[src/rtl/dm_port_arbiter.sv]
// dm_port_arbiter: shares the single read/write port of the data memory
// between the CPU data stage (requester 0) and the debug/DMA port
// (requester 1). Ties are broken round-robin. Every transaction runs
// IDLE -> BUSY -> ACK. Sub-word stores read, merge and write the word in
// the single BUSY cycle, using the memory's combinational read path.
module dm_port_arbiter #(
    parameter int AW = 12
) (
    input  logic          clk,
    input  logic          reset,
    input  logic          req0,
    input  logic          req1,
    input  logic          we0,
    input  logic          we1,
    input  logic [AW-1:0] addr0,
    input  logic [AW-1:0] addr1,
    input  logic [3:0]    be0,
    input  logic [3:0]    be1,
    input  logic [31:0]   wd0,
    input  logic [31:0]   wd1,
    output logic          ack0,
    output logic          ack1,
    output logic [31:0]   rd0,
    output logic [31:0]   rd1,
    output logic          busy,
    output logic          MemWrite,
    output logic [AW-1:0] MemAddr,
    output logic [31:0]   MemWD,
    input  logic [31:0]   MemReadData
);

    typedef enum logic [1:0] {
        ST_IDLE = 2'd0,
        ST_BUSY = 2'd1,
        ST_ACK  = 2'd2
    } state_t;

    state_t        state_q;
    logic          grant_q;     // id of the requester being served
    logic          last_q;      // id of the requester served most recently
    logic          ack0_q;
    logic          ack1_q;
    logic          busy_q;
    logic [31:0]   rd0_q;
    logic [31:0]   rd1_q;

    logic          grant_d;
    logic          sel_we;
    logic [AW-1:0] sel_addr;
    logic [3:0]    sel_be;
    logic [31:0]   sel_wd;
    logic [31:0]   merged_wd;
    logic          do_write;

    // Route the granted requester's live payload to the memory side.
    // NOTE: every signal gets a default at the top of an always_comb so no path leaves it unassigned and infers a latch.
    always_comb begin
        sel_we   = we0;
        sel_addr = addr0;
        sel_be   = be0;
        sel_wd   = wd0;
        if (grant_q) begin
            sel_we   = we1;
            sel_addr = addr1;
            sel_be   = be1;
            sel_wd   = wd1;
        end
    end

    // Byte-lane merge of new write data over the current memory word.
    always_comb begin
        merged_wd = MemReadData;
        for (int i = 0; i < 4; i++) begin
            if (sel_be[i]) begin
                merged_wd[8*i +: 8] = sel_wd[8*i +: 8];
            end
        end
    end

    // Round-robin choice: a lone requester wins; on a tie, the one not served last.
    always_comb begin
        grant_d = req1;
        if (req0 && req1) begin
            grant_d = ~last_q;
        end
    end

    // A write with no byte enabled still completes but never touches memory.
    assign do_write = (state_q == ST_BUSY) && sel_we && (sel_be != 4'h0);

    // Memory port: driven only in BUSY, zero otherwise; the write is blocked during reset.
    always_comb begin
        MemWrite = do_write && !reset;
        MemAddr  = (state_q == ST_BUSY) ? sel_addr : '0;
        MemWD    = do_write ? merged_wd : 32'h0;
    end

    // Sequencer FSM with registered ack, read data and busy.
    // NOTE: sequential state uses non-blocking (<=) so every register samples pre-edge values.
    always_ff @(posedge clk) begin
        // NOTE: reset is synchronous and active-high; it is only seen on a rising clock edge.
        if (reset) begin
            state_q <= ST_IDLE;
            grant_q <= 1'b0;
            last_q  <= 1'b1;
            ack0_q  <= 1'b0;
            ack1_q  <= 1'b0;
            busy_q  <= 1'b0;
            rd0_q   <= 32'h0;
            rd1_q   <= 32'h0;
        end else begin
            ack0_q <= 1'b0;
            ack1_q <= 1'b0;
            case (state_q)
                ST_IDLE: begin
                    if (req0 || req1) begin
                        grant_q <= grant_d;
                        busy_q  <= 1'b1;
                        state_q <= ST_BUSY;
                    end
                end
                ST_BUSY: begin
                    // The captured word is the value before this transaction's write.
                    if (grant_q) begin
                        rd1_q  <= MemReadData;
                        ack1_q <= 1'b1;
                    end else begin
                        rd0_q  <= MemReadData;
                        ack0_q <= 1'b1;
                    end
                    state_q <= ST_ACK;
                end
                ST_ACK: begin
                    last_q  <= grant_q;
                    busy_q  <= 1'b0;
                    state_q <= ST_IDLE;
                end
                default: begin
                    busy_q  <= 1'b0;
                    state_q <= ST_IDLE;
                end
            endcase
        end
    end

    assign ack0 = ack0_q;
    assign ack1 = ack1_q;
    assign rd0  = rd0_q;
    assign rd1  = rd1_q;
    assign busy = busy_q;

endmodule

[config.mk]
export PLATFORM = sky130hd
export DESIGN_NAME = dm_port_arbiter
export DESIGN_NICKNAME = d
export VERILOG_FILES = /design/src/rtl/dm_port_arbiter.sv
export SDC_FILE = /design/constraint.sdc
export NUM_CORES = 1
export LEC_CHECK = 0
export CAP_MARGIN = 20
export CORE_ASPECT_RATIO = 1.75
export CORE_MARGIN = 2
export CORE_UTILIZATION = 30
export CTS_CLUSTER_DIAMETER = 30
export DETAILED_ROUTE_END_ITERATION = 16
export PLACE_DENSITY = 0.7
export SYNTH_ARGS = -nofsm -noshare
export SYNTH_HDL_FRONTEND = slang
export SYNTH_SLANG_ARGS = --single-unit
export TNS_END_PERCENT = 1
[constraint.sdc]
create_clock -name clk -period 4.4 [get_ports clk]
set_input_delay 0.66 -clock clk [delete_from_list [all_inputs] [get_ports clk]]
set_output_delay 0.66 -clock clk [all_outputs]
set_load 0.05 [all_outputs]
==> flow_summary_export.csv, run 1 <==
group,metric,value,unit
synthesis,yosys_warnings,0,
cells_and_area,diodes,0,
power,ir_worst_vdd,0.167,mV
setup_path,crit_chain,"clkdlybuf4s50_1 > or4_4 > nor2_4 > buf_12 > nor4_1 > clkdlybuf4s50_1",
setup_path,cpMostUsedCell,"clkdlybuf4s50_1",
sta,tightest_slew,0.764,ns
placed_design,hpwl,11300,um
sta,rsz0062_at_grt,"no",
clock_tree,ctsResizeCount,0,
global_route,grt_overflow,0,
synthesis,avgSynthCellArea,8.65,um2
routing,drtIter0Drc,148,
cells_and_area,post-route-util,53.9,%
routing,vias_per_cell,5.31,
sta,hold_viol,0,
setup_path,cp-start-kind,"primary input",
placed_design,gp_congestion,0.867,
synthesis,netlist_area,0.00360,mm2
synthesis,yosysTopAreaCell,"dfxtp_1",
setup_path,crit_path_max_fanout,18,
routing,route.vias.total,4151,
die,die_w,86.8,um
synthesis,ys_types,32,
synthesis,synth_nets,550,
power,leakage,2.31,nW
clock_tree,cts_hold_buffers,0,
global_route,grt_max_degree,72,
setup_path,worst-setup-path-type,"primary input to output port",
sta,drv_slew,0,
die,die_h,149,um
clock_tree,h-tree-depth,3,
die,num_io_pins,246,
routing,dr.pass1.iters,5,
global_route,grt_pass1_wl,22400,um
clock_tree,clk_pin_slew,0.05,ns
sta,fmax,255,MHz
worst_hold_path,hold_class,"flop to flop",
placed_design,dp_cells,767,
clock_tree,cts_root_buffer,"clkbuf_16",
global_route,track_usage,22.6,%
routing,wl,14900,um
cells_and_area,drive_gt1_share,6.20,%
sta,tns,0,ns
die,rows,53,
setup_path,cp-end-kind,"output port",
routing,drt-wirelength-per-cell,19.0,um
die,core_area,0.0119,mm2
synthesis,yosysTopAreaCellShare,39.5,%
cells_and_area,final_area,0.00639,mm2
sta,setup_viol,0,
sta,finalCritPeriodShare,89.1,%
setup_path,crit_required,3.74,ns
synthesis,synth_seq_area_share,39.5,%
power,power_density,309,mW/mm2
setup_path,arrival,3.26,ns
placed_design,port_buffers,245,
global_route,antenna_found_initial,0,
clock_tree,cts_max_path_buffers,2,
synthesis,synth.area.top_cells,"dfxtp_1 39%, mux2i_1 12%, nand2_1 6.8%",
global_route,grt_pass1_vias,4226,
clock_tree,clkLatencyLatePin,0.32,ns
cells_and_area,areaGrowthSynthToFinish,77.6,%
clock_tree,cts_num_sinks,71,
setup_path,max_stage_delay,0.73,ns
routing,drc_errors,0,
cells_and_area,finalNetCount,775,
sta,finalClockSkew,0.00575,ns
sta,relSlewSlack,49.1,%
synthesis,synth_cells,416,
synthesis,ys_seq_elements,71,
placed_design,place_area,0.00611,mm2
outcome,status,"finished clean",
clock_tree,cts_tree,"done",
clock_tree,cts_buffers,9,
die,dieArea,0.0129,mm2
sta,period_needed,3.92,ns
routing,ant_nets,0,
cells_and_area,final_cells,782,
clock_tree,postCtsSetupRepairBufs,0,
setup_path,cp_slowest_cell,"clkdlybuf4s50_1",
die,initial_utilization,30.3,%
run,max-cap-violations,0,
-- layer usage --
layer	up-vias	track usage, %	share of wire, %
met4	0	8.91	2.8
met2	202	42.1	54
met3	25	5.87	7.0
met5	-	0	0
met1	1946	23.4	36
li1	1978	-	-
-- per-stage QoR --
step | hold slack [ns] | power, mW | setup slack, ns
final | 0.452 | 1.97 | 0.481
after global placement | 0.442 | 1.29 | 0.570
after detailed placement | 0.447 | 1.30 | 0.496
after floorplan | 0.511 | 1.03 | 0.983
after global routing | 0.472 | 2.05 | 0.374
after CTS | 0.453 | 2.00 | 0.495
-- area by class of cell --
type	instances	area, um2
Fill cell	1102	5480
Timing Repair Buffer	256	2550
Multi-Input combinational cell	302	1960
Sequential cell	71	1420
Clock buffer	11	233
Tap cell	137	171
Clock inverter	4	47.5
Inverter	1	3.75
-- synthesized netlist by cell type, drive strengths merged --
cell type  instances
clkbuf            13
nor2              35
or4                1
mux2i             46
o31ai              1
and3b              1
nor2b              7
nand3b             2
inv                1
and3              23
a211o              1
a211oi             1
mux2               6
a21oi             33
o21ba              1
dfxtp             71
buf               29
nor3               1
nor4              35
a221oi            23
and2               1
a222oi             4
a22o              12
nor3b              2
nand2b             1
nand2             65
-- where the power goes --
group / switching [mW] / leakage [nW] / internal (mW)
sequential: 0.0204 / 0.577 / 0.672
clock: 0.253 / 0.135 / 0.433
combinational: 0.332 / 1.60 / 0.263
total: 0.605 / 2.31 / 1.37
-- layout by cell type (no fill, tap or decap), types with 2 or more instances in the layout --
cell,instances
a21oi_1,33
a221oi_1,23
a222oi_1,4
a22o_1,12
and3_1,23
buf_12,2
buf_4,9
clkbuf_1,2
clkbuf_16,9
clkdlybuf4s50_1,244
clkinv_2,2
dfxtp_1,70
mux2_2,6
mux2i_1,44
mux2i_2,2
nand2_1,65
nand3b_1,2
nor2_1,34
nor2b_1,7
nor4_1,34
-- state kept, by name, indices dropped and copies added (netlist names) --
name / cells
ack0: 1
rd1: 32
busy: 1
grant_q: 1
state_q: 2
ack1: 1
last_q: 1
rd0: 32
-- worst max-delay path: cells and delay by family --
kind,cells,cell delay (ns)
simple gates,3,1.06
buf+inv,3,1.52
-- path summary, 6_finish.rpt --
check / startpoint / cells after the start / slack [ns] / endpoint
min: rd1[14] / 2 / 0.45 / rd1[14]
max reg2reg: grant_q / 5 / 2.18 / rd1[11]
max: be0[3] / 6 / 0.48 / MemWD[2]
min reg2reg: rd1[14] / 2 / 0.45 / rd1[14]
-- logic make-up (layout without fill, tap and decap cells) --
family,Yosys count,in the layout,synth area share [%]
compound gates,76,76,15.2
buf+inv,43,272,6.47
flops,71,71,39.5
mux,52,52,14.9
simple gates,174,174,24.0
(Power assumes the default switching activity.)
==> run 2, diff against run 1 <==
--- a/config.mk
+++ b/config.mk
@@ -12,6 +12,7 @@
 export CTS_CLUSTER_DIAMETER = 30
 export DETAILED_ROUTE_END_ITERATION = 16
 export PLACE_DENSITY = 0.7
+export SETUP_SLACK_MARGIN = 0.1
 export SYNTH_ARGS = -nofsm -noshare
 export SYNTH_HDL_FRONTEND = slang
 export SYNTH_SLANG_ARGS = --single-unit
==> results of run 2 <==
The final DEF is identical to that of run 1; final timing and power are the same.
